[config.mk]
export PLATFORM = sky130hd
export DESIGN_NAME = cv32e40p_load_store_unit
export DESIGN_NICKNAME = d
export VERILOG_FILES = /design/src/rtl/cv32e40p_pkg.sv /design/src/rtl/cv32e40p_load_store_unit.sv
export SDC_FILE = /design/constraint.sdc
export NUM_CORES = 1
export LEC_CHECK = 0
export BUFFER_PORTS_ARGS = -buffer_cell sky130_fd_sc_hd__buf_2
export CAP_MARGIN = 40
export CORE_ASPECT_RATIO = 1.25
export CORE_MARGIN = 10
export CORE_UTILIZATION = 35
export CTS_CLUSTER_SIZE = 12
export DETAILED_ROUTE_END_ITERATION = 8
export HOLD_SLACK_MARGIN = 0.03
export SLEW_MARGIN = 5
export SYNTH_ARGS = -nofsm -noshare
export SYNTH_HDL_FRONTEND = slang
export SYNTH_SLANG_ARGS = --single-unit
export TNS_END_PERCENT = 1
[constraint.sdc]
create_clock -name clk -period 3.42 [get_ports clk]
set_input_delay 0.342 -clock clk [delete_from_list [all_inputs] [get_ports clk]]
set_output_delay 0.342 -clock clk [all_outputs]
set_load 0.01 [all_outputs]
[src/rtl/cv32e40p_pkg.sv]
// cv32e40p_pkg
//   Shared types and helpers for the load/store unit:
//   - lsu_type_e  : access size encoding carried on data_type_ex_i
//   - lsu_state_e : LSU FSM state
//   - lsu_aligned / lsu_be / lsu_wdata / lsu_rdata : pure datapath helpers
package cv32e40p_pkg;

    typedef enum logic [1:0] {
        LSU_WORD = 2'b00,
        LSU_HALF = 2'b01,
        LSU_BYTE = 2'b10
    } lsu_type_e;

    typedef enum logic [1:0] {
        IDLE        = 2'b00,
        WAIT_GNT    = 2'b01,
        WAIT_RVALID = 2'b10
    } lsu_state_e;

    // Encoding 2'b11 is undefined; it is treated as a word access throughout.
    function automatic logic lsu_aligned(input logic [1:0] dtype, input logic [1:0] off);
        case (dtype)
            LSU_HALF: lsu_aligned = ~off[0];
            LSU_BYTE: lsu_aligned = 1'b1;
            default:  lsu_aligned = (off == 2'b00);
        endcase
    endfunction

    function automatic logic [3:0] lsu_be(input logic [1:0] dtype, input logic [1:0] off);
        case (dtype)
            LSU_HALF: lsu_be = off[1] ? 4'b1100 : 4'b0011;
            LSU_BYTE: lsu_be = 4'b0001 << off;
            default:  lsu_be = 4'b1111;
        endcase
    endfunction

    // Replicate store data across lanes so the byte enables pick the right copy.
    function automatic logic [31:0] lsu_wdata(input logic [1:0] dtype, input logic [31:0] wdata);
        case (dtype)
            LSU_HALF: lsu_wdata = {2{wdata[15:0]}};
            LSU_BYTE: lsu_wdata = {4{wdata[7:0]}};
            default:  lsu_wdata = wdata;
        endcase
    endfunction

    // Pick the addressed lane out of the bus word and extend it to 32 bits.
    function automatic logic [31:0] lsu_rdata(input logic [1:0] dtype, input logic [1:0] off,
                                              input logic sext, input logic [31:0] rdata);
        logic [15:0] h;
        logic [7:0]  b;
        h = off[1] ? rdata[31:16] : rdata[15:0];
        b = rdata[8*off +: 8];
        case (dtype)
            LSU_HALF: lsu_rdata = {{16{sext & h[15]}}, h};
            LSU_BYTE: lsu_rdata = {{24{sext & b[7]}}, b};
            default:  lsu_rdata = rdata;
        endcase
    endfunction

endpackage

[src/rtl/cv32e40p_load_store_unit.sv]
// cv32e40p_load_store_unit
//   Single-outstanding load/store unit between the EX stage and an OBI-like
//   data bus (req/gnt address phase, rvalid response phase).
//   EX side : data_req_ex_i, data_addr_ex_i, data_we_ex_i, data_type_ex_i,
//             data_sign_ext_ex_i, data_wdata_ex_i -> lsu_ready_ex_o,
//             lsu_rdata_o, lsu_rvalid_o, lsu_err_o, lsu_misaligned_o, busy_o
//   Bus side: data_req_o, data_addr_o, data_we_o, data_be_o, data_wdata_o,
//             data_gnt_i, data_rvalid_i, data_rdata_i, data_err_i
//   A new request may be accepted in the cycle the previous response returns,
//   so back-to-back accesses issue with no idle bubble.
module cv32e40p_load_store_unit
    import cv32e40p_pkg::*;
(
    input  logic        clk,
    input  logic        rst_n,

    input  logic        data_req_ex_i,
    input  logic [31:0] data_addr_ex_i,
    input  logic        data_we_ex_i,
    input  logic [1:0]  data_type_ex_i,
    input  logic        data_sign_ext_ex_i,
    input  logic [31:0] data_wdata_ex_i,

    output logic        lsu_ready_ex_o,
    output logic [31:0] lsu_rdata_o,
    output logic        lsu_rvalid_o,
    output logic        lsu_err_o,
    output logic        lsu_misaligned_o,
    output logic        busy_o,

    output logic        data_req_o,
    input  logic        data_gnt_i,
    output logic [31:0] data_addr_o,
    output logic        data_we_o,
    output logic [3:0]  data_be_o,
    output logic [31:0] data_wdata_o,
    input  logic        data_rvalid_i,
    input  logic [31:0] data_rdata_i,
    input  logic        data_err_i
);

    lsu_state_e  state_q;
    logic [31:0] addr_q;
    logic        we_q;
    logic [1:0]  type_q;
    logic        sext_q;
    logic [31:0] wdata_q;

    logic        aligned;
    logic        accept;
    logic        resp;

    // Bus fields come straight from EX in the accepting cycle, otherwise from
    // the latched copy so they hold steady while waiting for the grant.
    logic [31:0] src_addr;
    logic        src_we;
    logic [1:0]  src_type;
    logic [31:0] src_wdata;

    always_comb begin
        aligned          = lsu_aligned(data_type_ex_i, data_addr_ex_i[1:0]);
        lsu_ready_ex_o   = (state_q == IDLE) || ((state_q == WAIT_RVALID) && data_rvalid_i);
        accept           = data_req_ex_i && lsu_ready_ex_o && aligned;
        lsu_misaligned_o = data_req_ex_i && lsu_ready_ex_o && !aligned;
        resp             = (state_q == WAIT_RVALID) && data_rvalid_i;
        busy_o           = (state_q != IDLE);

        src_addr  = accept ? data_addr_ex_i  : addr_q;
        src_we    = accept ? data_we_ex_i    : we_q;
        src_type  = accept ? data_type_ex_i  : type_q;
        src_wdata = accept ? data_wdata_ex_i : wdata_q;

        data_req_o   = accept || (state_q == WAIT_GNT);
        data_addr_o  = 32'h0;
        data_we_o    = 1'b0;
        data_be_o    = 4'h0;
        data_wdata_o = 32'h0;
        if (data_req_o) begin
            data_addr_o  = {src_addr[31:2], 2'b00};
            data_we_o    = src_we;
            data_be_o    = lsu_be(src_type, src_addr[1:0]);
            data_wdata_o = lsu_wdata(src_type, src_wdata);
        end

        // Response is decoded with the fields of the completing access; the
        // latches only take the new request's fields at the clock edge.
        lsu_rvalid_o = resp;
        lsu_err_o    = resp && data_err_i;
        lsu_rdata_o  = (resp && !we_q) ? lsu_rdata(type_q, addr_q[1:0], sext_q, data_rdata_i) : 32'h0;
    end

    always_ff @(posedge clk or negedge rst_n) begin
        if (!rst_n) begin
            state_q <= IDLE;
            addr_q  <= 32'h0;
            we_q    <= 1'b0;
            type_q  <= 2'b00;
            sext_q  <= 1'b0;
            wdata_q <= 32'h0;
        end else begin
            if (accept) begin
                addr_q  <= data_addr_ex_i;
                we_q    <= data_we_ex_i;
                type_q  <= data_type_ex_i;
                sext_q  <= data_sign_ext_ex_i;
                wdata_q <= data_wdata_ex_i;
            end
            case (state_q)
                IDLE: begin
                    if (accept) state_q <= data_gnt_i ? WAIT_RVALID : WAIT_GNT;
                end
                WAIT_GNT: begin
                    if (data_gnt_i) state_q <= WAIT_RVALID;
                end
                WAIT_RVALID: begin
                    if (data_rvalid_i) begin
                        if (accept) state_q <= data_gnt_i ? WAIT_RVALID : WAIT_GNT;
                        else        state_q <= IDLE;
                    end
                end
                default: state_q <= IDLE;
            endcase
        end
    end

endmodule

# Word level (Yosys, flattened, before mapping)
# Cells that the tools add are included.
word_totals:
  regBits: 70
  out_inout_bits: 107
op_classes:
  eq_ne: 11
  bitwise_logic: 3
  n_reduce_logical: 14
  shifts: 2
  muxes: 21
op_table:
  columns: ["operator", "n"]
  rows:
  - ["32-bit two-way mux", 5]
  - ["32-bit case mux with 2 select lines", 2]
  - ["32-bit by 6-bit variable part select with 8-bit output", 1]
  - ["16-bit two-way mux", 1]
  - ["2-bit two-way mux", 6]
  - ["2-bit by 1-bit equality test with 1-bit output, second input constant", 4]
  - ["2-bit equality test, second input constant", 4]
  - ["4-bit two-way mux", 2]
  - ["4-bit case mux with 2 select lines", 1]
  - ["1-bit logical AND", 6]
  - ["2-bit inequality test, second input constant", 3]
  - ["2-bit case mux with 3 select lines", 1]
  - ["2-bit logical NOT", 2]
  - ["1-bit by 2-bit left shift with 4-bit output, first input constant", 1]
  - ["3-bit AND reduction", 1]
  - ["1-bit AND", 2]
  - ["1-bit logical NOT", 2]
  - ["1-bit logical OR", 2]
  - ["1-bit two-way mux", 2]
  - ["1-bit case mux with 2 select lines", 1]
  - ["2-bit nonzero test", 1]
  - ["1-bit NOT", 1]

# Longest topological paths before layout
# Gate-level depths: netlist of the first run.
logic_depth:
  word_depth: 9
  mapped_depth: 17

# Least setup slack after synthesis of the first run
# No wires, ideal clock.
synth_timing:
  kind: "input-to-output"
  startpoint: "input port data_type_ex_i[0]"
  endpoint: "output port data_wdata_o[30]"
  setup_slack_ns: -0.236
  t_arrival_ns: 3.314
  cell_stages: 17
  path_cell_list: "inv_1 ha_1 or3_1 o2111a_1 and2_4 buf_6 buf_6 buf_2 nor2_1 a21o_1 ha_1 clkbuf_1 clkbuf_1 nand2_1 a21oi_1 a311oi_1 a221oi_1"
synth_between:
  elab_chain_cells: 7
  word_cells_on_any_way: 11
  classes_between: "eq/ne: 4; mux: 5; reduce/logical: 2"
synth_lines:
  columns: ["item", "line", "source"]
  rows:
  - ["start, declared", "cv32e40p_load_store_unit.sv:20", "input logic [1:0] data_type_ex_i,"]
  - ["2-bit equality test / 2-bit by 1-bit equality test with 1-bit output (equally long branches)", "cv32e40p_pkg.sv:22", "case (dtype)"]
  - ["1-bit case mux with 2 select lines", "cv32e40p_pkg.sv:22", null]
  - ["1-bit logical AND", "cv32e40p_load_store_unit.sv:63", "accept = data_req_ex_i && lsu_ready_ex_o && aligned;"]
  - ["2-bit two-way mux (*)", "cv32e40p_load_store_unit.sv:70", "src_type = accept ? data_type_ex_i : type_q;"]
  - ["net src_type[0]", "cv32e40p_load_store_unit.sv:57", "logic [1:0] src_type;"]
  - ["2-bit equality test / 2-bit by 1-bit equality test with 1-bit output (equally long branches)", "cv32e40p_pkg.sv:39", "case (dtype)"]
  - ["32-bit case mux with 2 select lines (*)", "cv32e40p_pkg.sv:39", null]
  - ["32-bit two-way mux (*)", "cv32e40p_load_store_unit.sv:78", "if (data_req_o) begin"]
  - ["end, declared", "cv32e40p_load_store_unit.sv:36", "output logic [31:0] data_wdata_o,"]
# Mark *: on every way through the listed nets, which the timed path passes. The rest lies on a longest branch.

# Worst setup path in the final report of the first run
layout_timing:
  startpoint: "input port data_type_ex_i[0]"
  endpoint: "output port data_wdata_o[26]"
# The elaborated chain is that of the path after synthesis.

==> summary.txt, run 1 <==
Crit. End Element = primary output
Die Height = 150 µm
Detail Placement HPWL = 13800 µm
Final Max Tran Viols = 0
Synth Instances = 556
mapped cell area = 0.00475 mm²
row count = 47
Final Hold Violating Endpoints = 0
complex-gate fraction of the synthesized area = 23.8%
R2R Path End = wdata_q[30]
drt pass-1 iters = 5
Tmin final = 3220 ps
type of origin of the critical path = primary input
worst slew pin tran = 691 ps
Detailed Route WL = 17800 µm
Skew-Pair Late Insertion Delay = 330 ps
Crit Path Class = in2out
width of the chip = 124 µm
min-delay src = data_gnt_i
vias in the first global route = 4934
pwr/cell area = 654 mW/mm²
Root Driver = clkbuf_16
worst hold path endpoint = state_q[0]
unique cell type count in the Yosys netlist = 39
status = finished clean
post-synthesis mux area share = 10.5%
leakage = 3.40 nW
vias = 4857
most common cell after layout, fill and taps aside = buf_2
P_int = 2.62 mW
sequential fraction of the synthesis area = 36.9%
fmax = 310 MHz
worst r2r src = state_q[0]
critical path fanouts, max = 18
max-cap violations = 0
grt total ovfl = 0
Area Growth Syn to Fin = 34.8%
FF-to-FF path depth = 6
ys flop type = dfrtp_1
initial antenna violation count = 1
syn_area_per_cell = 8.54 µm²
Synth Area in Adders = 1.85%
synthesis-stage register bit count = 70
I/O pins = 213
fraction of layout cells with a size suffix above 1 = 40.9%
relative slew slack = 53.9%
fin crit share = 94.2%
Worst-path clk slew = 60 ps
CTS tree = yes
setup TNS = 0 ps
H-tree levels = 3
count of input and output buffers = 210
post-synthesis xor/xnor area fraction = 0%
DRC viols = 0
Yosys warning total = 0
Post-synth EDFFs = 0
P_sw = 1.57 mW
initial detailed-routing violation count = 332
largest net degree at the start of global routing = 59
core area = 0.0133 mm²
# nets final = 864
switch share = 37.4%
via/cell ratio = 5.23
most frequent cells in the layout = 209 x buf_2, 70 x dfrtp_1, 51 x o21ai_0, 49 x inv_1, 47 x a21oi_1
Setup Skew = 5.57 ps
sequential power share = 28.3%
Setup violations, final = 0
TritonCTS Buffers = 9
Worst R2R Setup Slack = 1170 ps
Die Area = 0.0186 mm²
# clock sinks = 70
ys async rst share = 100%
CTS Buffer Depth = 2
Final Wtd Congestion = 0.936
largest family of logic cells by synthesized area = compound AO/OA/AOI/OAI gates
Post-Synth Simple-Gate Area = 18.4%
Comb power frac = 46.0%
Required @ worst endpoint = 3080 ps
hold depth = 2
Total GRT Usage = 18.1%
VDD IR max = 245 µV
first-pass GRT wire length = 26700 µm
RSZ-0062 raised after global routing = false
Clock Power Share = 25.7%
crit path DAT = 2880 ps
Final Util = 48.1%
Initial Util = 35.7%
Hold Crit Class = in2reg
routed length per placed instance = 19.2 µm
antenna viol nets, final = 0
## sequential cells by signal, summed over array words and instances (netlist names)
| name | cells |
|---|---|
| sext_q | 1 |
| type_q | 2 |
| we_q | 1 |
| wdata_q | 32 |
| state_q | 2 |
| addr_q | 32 |
## cell usage after synthesis, drive strengths merged, types with 12 or more instances
| master | number | area share (%) |
|---|---|---|
| inv | 50 | 4.0 |
| clkbuf | 35 | 2.8 |
| and2 | 43 | 5.7 |
| nand2 | 39 | 3.1 |
| a21boi | 26 | 4.1 |
| dfrtp | 70 | 37 |
| o21ai | 52 | 5.5 |
| mux2 | 32 | 8.6 |
| a21oi | 49 | 5.2 |
| and3 | 24 | 3.2 |
| or2 | 27 | 3.6 |
| buf | 12 | 1.7 |
| a221oi | 23 | 4.2 |
| nor2 | 16 | 1.3 |
## cell type report
cell class | instances | area, µm²
clock buffer | 11 | 233
tap | 171 | 214
clock inverter | 5 | 108
inverter | 50 | 188
fill | 1339 | 6890
antenna | 2 | 5.00
multi-input combinational | 390 | 2640
timing repair buffer | 230 | 1260
sequential | 70 | 1750
## cells by family after synthesis
logic type	after synthesis
flops	70
mux	41
buf+inv	97
compound gates	179
other cells	1
fa+ha+maj	7
simple gates	161
## power by group through the flow
stage / logic [mW] / clock network, mW / registers, mW
after detailed placement: 1.87 / 0 / 1.20
after CTS: 1.88 / 1.10 / 1.19
final: 1.93 / 1.08 / 1.18
after global placement: 1.83 / 0 / 1.19
after floorplan: 1.24 / 0 / 1.17
after global routing: 2.13 / 1.14 / 1.21
## per-layer routing
layer / share of wire, % / up-vias / GRT usage [%]
li1: - / 2306 / -
met1: 38 / 2286 / 21.4
met2: 49 / 240 / 29.9
met3: 10 / 25 / 5.51
met4: 2.5 / 0 / 7.21
met5: 0 / - / 0
## critical path, stage by stage
cell      delay [ps]
buf_2            110
inv_1             50
ha_1             320
or3_1            310
o2111a_1         160
and2_4           190
nor2_2           100
a21o_1           120
ha_2             200
buf_12           150
nand2_1           60
a21oi_1          110
a311oi_1          80
a221oi_2         360
buf_2            200
## what timing repair did
action / in CTS / in global routing
pin swaps: 0 / 1
hold endpoints to repair: 35 / 0
hold buffers: 1 / 0
resized for setup: 1 / 10
cloned: 0 / 0
setup endpoints to repair: 6 / 28
setup buffers: 0 / 1
## worst max path at each step
stage                                 start               end  slack [ps]
after CTS                 data_type_ex_i[0]  data_wdata_o[26]          30
after floorplan           data_type_ex_i[0]  data_wdata_o[16]          30
after detailed placement  data_type_ex_i[0]      data_be_o[1]          50
after global placement    data_type_ex_i[0]  data_wdata_o[18]          90
after global routing      data_type_ex_i[0]  data_wdata_o[26]          10
final                     data_type_ex_i[0]  data_wdata_o[26]         200
## stage by stage
step	worst slack [ps]	hold WS (ps)	cells	instance area, µm²	power [mW]
2_1_floorplan	25.3	46.4	557	4760	2.41
3_3_place_gp	85.8	465	908	5980	3.02
3_5_place_dp	49.6	343	909	6000	3.07
4_1_cts	28.9	194	926	6350	4.17
5_1_grt	13.2	203	928	6400	4.49
6_report	198	206	929	6400	4.19
Power figures use the tool's default switching activity.
==> inputs of run 2 (changes only) <==
--- a/config.mk
+++ b/config.mk
@@ -5,7 +5,7 @@
 export SDC_FILE = /design/constraint.sdc
 export NUM_CORES = 1
 export LEC_CHECK = 0
-export BUFFER_PORTS_ARGS = -buffer_cell sky130_fd_sc_hd__buf_2
+export BUFFER_PORTS_ARGS = -buffer_cell sky130_fd_sc_hd__clkbuf_2
 export CAP_MARGIN = 40
 export CORE_ASPECT_RATIO = 1.25
 export CORE_MARGIN = 10
==> run 2 against run 1 <==
Net effect:
- die area did not move
- register-to-register slack improved by 50 ps
- non-clock buffer count did not move
- hold slack got worse by 9.8 ps
- critical path depth did not move
- cell area barely moved
- combinational power barely moved
- highest routed layer unchanged
- final cell count fell by 0.22%
- flip-flop and latch count did not move
==> summary.txt, run 2 (synthesized netlist as in run 1, its figures left out) <==
status = finished clean (unchanged)
most frequent cells in the layout = 208 x clkbuf_2, 70 x dfrtp_1, 51 x o21ai_0, 49 x inv_1, 49 x a21oi_1 (was 209 x buf_2, 70 x dfrtp_1, 51 x o21ai_0, 49 x inv_1, 47 x a21oi_1)
most used cell, CP = clkbuf_2 (was buf_2)
via/cell ratio = 5.27 (was 5.23)
Worst R2R Setup Slack = 1220 ps (was 1170 ps)
setup TNS = 0 ps (unchanged)
antenna viol nets, final = 0 (unchanged)
Setup violations, final = 0 (unchanged)
width of the chip = 124 µm (unchanged)
Die Height = 150 µm (unchanged)
Detail Placement HPWL = 13700 µm (was 13800 µm)
type of origin of the critical path = primary input (unchanged)
first-pass GRT wire length = 26400 µm (was 26700 µm)
hold depth = 3 (was 2)
Post-Layout Cell Count = 927 (was 929)
# diodes = 0 (was 2)
Setup Buffers After CTS = 0 (unchanged)
worst hold path endpoint = sext_q (was state_q[0])
count of input and output buffers = 210 (unchanged)
fill count = 1310 (was 1339)
row count = 47 (unchanged)
Final Wtd Congestion = 0.911 (was 0.936)
VDD IR max = 278 µV (was 245 µV)
fin crit share = 95.2% (was 94.2%)
Setup Skew = 8.80 ps (was 5.57 ps)
core area = 0.0133 mm² (unchanged)
H-tree levels = 3 (unchanged)
fmax = 307 MHz (was 310 MHz)
Tmin final = 3260 ps (was 3220 ps)
placed instance area = 0.00601 mm² (was 0.00600 mm²)
drt pass-1 iters = 5 (unchanged)
DRC viols = 0 (unchanged)
Hold Crit Class = in2reg (unchanged)
Layout Cell Area excl Fill = 0.00640 mm² (about the same)
Root Driver = clkbuf_16 (unchanged)
I/O pins = 213 (unchanged)
# clock sinks = 70 (unchanged)
CTS Buffer Depth = 2 (unchanged)
FF-to-FF path depth = 6 (unchanged)
Skew-Pair Late Insertion Delay = 340 ps (was 330 ps)
CTS tree = yes (unchanged)
Required @ worst endpoint = 3080 ps (about the same)
Critical path buffers and inverters = 4 (unchanged)
initial antenna violation count = 0 (was 1)
Crit Path Class = in2out (unchanged)
Final Hold Violating Endpoints = 0 (unchanged)
critical path fanouts, max = 18 (unchanged)
Final Util = 48.1% (about the same)
# nets final = 864 (unchanged)
Detailed Route WL = 17500 µm (was 17800 µm)
leakage = 3.34 nW (was 3.40 nW)
Top Family by Delay on Critical Path = simple AND/OR/NAND/NOR gates (was compound AO/OA/AOI/OAI gates)
Area Growth Syn to Fin = 34.8% (about the same)
relative slew slack = 51.1% (was 53.9%)
pwr/cell area = 652 mW/mm² (was 654 mW/mm²)
CP max-delay cell = ha_1 (was a221oi_2)
Crit. End Element = primary output (unchanged)
DP Cell Count = 910 (was 909)
Worst-path clk slew = 60 ps (about the same)
fraction of layout cells with a size suffix above 1 = 41.1% (was 40.9%)
vias = 4888 (was 4857)
Initial Util = 35.7% (unchanged)
grt total ovfl = 0 (unchanged)
R2R Path End = wdata_q[30] (unchanged)
worst stage delay on the critical path = 310 ps (was 360 ps)
Die Area = 0.0186 mm² (unchanged)
Final Max Tran Viols = 0 (unchanged)
TritonCTS Buffers = 9 (unchanged)
worst r2r src = state_q[0] (unchanged)
vias in the first global route = 4993 (was 4934)
worst path cell trace = clkbuf_2 -> inv_1 -> ha_1 -> or3_1 -> o2111a_1 -> and2_4 -> nor2_2 -> a21o_1 -> ha_2 -> buf_12 -> nor2_1 -> nor2_4 -> o21ai_0 -> a21oi_1 -> clkbuf_2 (was buf_2 -> inv_1 -> ha_1 -> or3_1 -> o2111a_1 -> and2_4 -> nor2_2 -> a21o_1 -> ha_2 -> buf_12 -> nand2_1 -> a21oi_1 -> a311oi_1 -> a221oi_2 -> buf_2)
crit path DAT = 2920 ps (was 2880 ps)
min-delay src = data_sign_ext_ex_i (was data_gnt_i)
initial detailed-routing violation count = 324 (was 332)
worst slew pin tran = 733 ps (was 691 ps)
Top Registers = addr_q: 32 flops, wdata_q: 32 flops (unchanged)
total power = 4.17 mW (was 4.19 mW)
max-cap violations = 0 (unchanged)
routed length per placed instance = 18.9 µm (was 19.2 µm)
most common cell after layout, fill and taps aside = clkbuf_2 (was buf_2)
largest net degree at the start of global routing = 60 (was 59)
Total GRT Usage = 17.8% (was 18.1%)
run 2: repair_timing:
| item | in CTS | in global routing |
|---|---|---|
| gates resized for setup | 1 | 11 |
| pin swaps | 0 | 5 |
| setup endpoints to repair | 6 | 24 |
| hold buffers | 1 | 0 |
| endpoints found under the hold margin | 11 | 0 |
run 2: how the worst max path moves through the flow:
stage	from	to	slack [ps]	cells after the start
finish	data_type_ex_i[0]	data_wdata_o[17]	160	15
global route	data_type_ex_i[0]	data_wdata_o[24]	-7	15
CTS	state_q[0]	data_wdata_o[26]	9	12
detailed placement	data_type_ex_i[0]	data_wdata_o[28]	40	12
global placement	data_type_ex_i[0]	data_wdata_o[25]	80	15
floorplan	data_type_ex_i[0]	data_wdata_o[16]	30	14
run 2: per-layer routing:
metal | track usage, % | vias up | routed length [µm]
li1 | - | 2302 | -
met1 | 20.4 | 2318 | 6640
met3 | 5.02 | 25 | 1900
met5 | 0 | - | 0
met4 | 6.57 | 0 | 422
met2 | 30.7 | 243 | 8550
run 2: stage by stage:
step	setup WS, ps	hold WS, ps
3_3_place_gp	78.7	471
2_1_floorplan	25.3	46.4
4_1_cts	9.17	184
6_report	163	196
3_5_place_dp	36.6	213
5_1_grt	-6.97	210
run 2: final cells by class:
| cell class | count | area, µm² | area share (%) |
|---|---|---|---|
| Multi-Input combinational cell | 390 | 2650 | 41.4 |
| Clock buffer | 9 | 225 | 3.52 |
| Timing Repair Buffer | 230 | 1260 | 19.8 |
| Tap cell | 171 | 214 | 3.34 |
| Sequential cell | 70 | 1750 | 27.4 |
| Clock inverter | 7 | 106 | 1.66 |
| Inverter | 50 | 188 | 2.93 |
run 2: power by group:
group          leakage (nW)  internal, mW  switching [mW]
combinational          2.33         0.810            1.12
sequential            0.847          1.10          0.0869
clock                 0.162         0.650           0.405
total                  3.34          2.56            1.61
run 2: worst register-to-register path, stage by stage, from the launching register on:
cell and delay, ps:
dfrtp_1 430, nor2b_2 220, o2111a_1 240, and2_4 200, buf_4 440, mux2i_1 480, inv_1 70
==> inputs of run 3 (changes only) <==
--- a/config.mk
+++ b/config.mk
@@ -5,6 +5,7 @@
 export SDC_FILE = /design/constraint.sdc
 export NUM_CORES = 1
 export LEC_CHECK = 0
+export ABC_AREA = 1
 export BUFFER_PORTS_ARGS = -buffer_cell sky130_fd_sc_hd__clkbuf_2
 export CAP_MARGIN = 40
 export CORE_ASPECT_RATIO = 1.25
==> run 3 against run 2 <==
Net effect:
- via count rose by 2.6%
- clock-buffer cell count increased by 2
- wire length decreased by 7.5%
==> summary.txt, run 3 <==
TritonCTS Buffers = 9 (unchanged)
CTS Buffer Depth = 2 (unchanged)
total power = 4.79 mW (was 4.17 mW)
Final Hold Violating Endpoints = 0 (unchanged)
FF-to-FF path depth = 7 (was 6)
drt pass-1 iters = 4 (was 5)
CTS tree = yes (unchanged)
ys async rst share = 100% (unchanged)
Root Driver = clkbuf_16 (unchanged)
RSZ-0062 raised after global routing = false
DRC viols = 0 (unchanged)
Area Growth Syn to Fin = 31.3% (was 34.8%)
largest net degree at the start of global routing = 73 (was 60)
Die Height = 151 µm (was 150 µm)
# clock sinks = 70 (unchanged)
Yosys top cell area share = 36.7% (was 36.9%)
Die Area = 0.0188 mm² (was 0.0186 mm²)
hold slack = 200 ps (was 196 ps)
Detailed Route WL = 16200 µm (was 17500 µm)
top post-synthesis cells by area = dfrtp_1 37%, nand2_1 16%, inv_1 9.1%, nor2_1 7.4%, o21ai_0 3.6% (was dfrtp_1 37%, and2_1 5.5%, o21ai_0 5.4%, a21oi_1 5.2%, mux2_2 4.5%)
ys flop type = dfrtp_1 (unchanged)
Top Registers = addr_q: 32 flops, wdata_q: 32 flops (unchanged)
Skew-Pair Late Insertion Delay = 330 ps (was 340 ps)
Hold Crit Class = in2reg (unchanged)
Final Util = 47.2% (was 48.1%)
switch share = 44.1% (was 38.7%)
# nets final = 1032 (was 864)
# diodes = 0 (unchanged)
crit path DAT = 2800 ps (was 2920 ps)
Crit. End Element = primary output (unchanged)
Worst-path clk slew = 60 ps (about the same)
width of the chip = 125 µm (was 124 µm)
vias = 5014 (was 4888)
count of input and output buffers = 210 (unchanged)
Required @ worst endpoint = 3080 ps (about the same)
initial detailed-routing violation count = 297 (was 324)
critical path fanouts, max = 72 (was 18)
Initial Util = 36.0% (was 35.7%)
syn_area_per_cell = 6.61 µm² (was 8.54 µm²)
fraction of layout cells with a size suffix above 1 = 29.9% (was 41.1%)
Final Max Tran Viols = 0 (unchanged)
I/O pins = 213 (unchanged)
Tmin final = 3150 ps (was 3260 ps)
final setup margin = 274 ps (was 163 ps)
Post-synth EDFFs = 0 (unchanged)
type of origin of the critical path = primary input (unchanged)
Crit Path Class = in2out (unchanged)
fin crit share = 92.0% (was 95.2%)
sequential power share = 26.0% (was 28.4%)
sequential fraction of the synthesis area = 36.7% (was 36.9%)
vias in the first global route = 5091 (was 4993)
H-tree levels = 3 (unchanged)
Clock Power Share = 21.5% (was 25.3%)
P_sw = 2.11 mW (was 1.61 mW)
Setup Skew = 4.72 ps (was 8.80 ps)
routed length per placed instance = 14.8 µm (was 18.9 µm)
status = finished clean (unchanged)
fmax = 318 MHz (was 307 MHz)
area leader, netlist = dfrtp_1 (unchanged)
leakage = 3.75 nW (was 3.34 nW)
initial antenna violation count = 0 (unchanged)
mapped cell area = 0.00478 mm² (was 0.00475 mm²)
setup TNS = 0 ps (unchanged)
Final Wtd Congestion = 0.853 (was 0.911)
relative slew slack = 48.0% (was 51.1%)
Total GRT Usage = 16.9% (was 17.8%)
Setup violations, final = 0 (unchanged)
Synth Instances = 723 (was 556)
grt total ovfl = 0 (unchanged)
row count = 47 (unchanged)
P_int = 2.68 mW (was 2.56 mW)
Yosys warning total = 0 (unchanged)
most common cell after layout, fill and taps aside = clkbuf_2 (unchanged)
pwr/cell area = 764 mW/mm² (was 652 mW/mm²)
max-cap violations = 0 (unchanged)
cell with the most instances after synthesis = nand2_1 (was dfrtp_1)
first-pass GRT wire length = 26100 µm (was 26400 µm)
antenna viol nets, final = 0 (unchanged)
worst slew pin tran = 780 ps (was 733 ps)
most frequent cells in the layout = 209 x clkbuf_2, 204 x nand2_1, 115 x inv_1, 93 x nor2_1, 70 x dfrtp_1 (was 208 x clkbuf_2, 70 x dfrtp_1, 51 x o21ai_0, 49 x inv_1, 49 x a21oi_1)
hold depth = 2 (was 3)
Detail Placement HPWL = 12800 µm (was 13700 µm)
synthesis-stage register bit count = 70 (unchanged)
dpl ws = 239 ps (was 36.6 ps)
Post-synth top cells = 204 x nand2_1, 116 x inv_1, 94 x nor2_1 (was 70 x dfrtp_1, 51 x o21ai_0, 49 x a21oi_1, 49 x inv_1, 42 x and2_1)
Comb power frac = 52.5% (was 46.3%)
VDD IR max = 392 µV (was 278 µV)
unique cell type count in the Yosys netlist = 34 (was 39)
via/cell ratio = 4.58 (was 5.27)
core area = 0.0133 mm² (unchanged)
-- run 3: cell count changes after synthesis, sizes merged, moves of 17 or more --
cell    change
mux2       -32
or2        -26
and3       -24
a221oi     -23
clkbuf     -23
nand2     +169
nand3      +32
inv        +77
and2       -35
a21oi      -17
nor2       +82
o21ai      +28
a21boi     -26
-- run 3: area by class of cell --
type                            instances  area, µm²
Tap cell                              171        214
Timing Repair Buffer                  224       1190
Multi-Input combinational cell        487       2300
Clock inverter                          5       81.3
Fill cell                            1440       7020
Clock buffer                           11        253
Sequential cell                        70       1750
Inverter                              127        479
-- run 3: stage by stage --
stage | instances | instance area [µm²]
2_1_floorplan | 724 | 4780
3_3_place_gp | 1077 | 5900
3_5_place_dp | 1078 | 5930
4_1_cts | 1095 | 6270
5_1_grt | 1095 | 6270
6_report | 1095 | 6270
-- run 3: repair_timing --
item                                    in CTS  in global routing
hold buffers                                 1                  0
endpoints found under the setup margin       0                  2
gates resized for setup                      0                  2
endpoints found under the hold margin       21                  0
buffers inserted                             0                  0
-- run 3: critical path: stages --
cell and delay [ps]:
clkbuf_2 120, inv_1 50, ha_1 310, nor2_1 120
nand2_2 80, nand2_4 90, inv_4 100, nand2_8 190
buf_4 650, nand2_1 160, nand3_1 130, nand2_1 60
nand2_1 90, a21oi_1 80, clkbuf_2 170
-- run 3: final timing paths --
check | start | to | slack [ps]
max | data_type_ex_i[0] | data_wdata_o[13] | 270
min in group asynchronous | rst_n | wdata_q[1] | 460
min | data_gnt_i | state_q[0] | 200
min reg2reg | addr_q[3] | addr_q[3] | 470
max in group asynchronous | rst_n | we_q | 2420
max reg2reg | state_q[1] | wdata_q[10] | 1350
-- run 3: power by group through the flow --
| stage | Sequential, mW | Clock (mW) | Combinational (mW) |
|---|---|---|---|
| 2_1_floorplan | 1.22 | 0 | 1.72 |
| 3_3_place_gp | 1.25 | 0 | 2.51 |
| 3_5_place_dp | 1.26 | 0 | 2.51 |
| 4_1_cts | 1.25 | 1.05 | 2.53 |
| 5_1_grt | 1.28 | 1.10 | 2.86 |
| 6_report | 1.24 | 1.03 | 2.51 |
-- run 3: cell families (layout without fill, tap and decap cells) --
| logic type | count (synthesis) | in the layout | synth area share [%] |
|---|---|---|---|
| simple gates | 354 | 354 | 30.9 |
| buf+inv | 167 | 367 | 15.4 |
| compound gates | 124 | 124 | 15.1 |
| flops | 70 | 70 | 36.7 |
| fa+ha+maj | 7 | 7 | 1.83 |
| other cells | 1 | 2 | 0.0785 |
-- run 3: layer usage --
| layer | wire length (µm) | global-route usage (%) |
|---|---|---|
| met1 | 6660 | 19.5 |
| met5 | 0 | 0 |
| met3 | 1490 | 5.98 |
| met2 | 7950 | 29.4 |
| met4 | 115 | 3.79 |
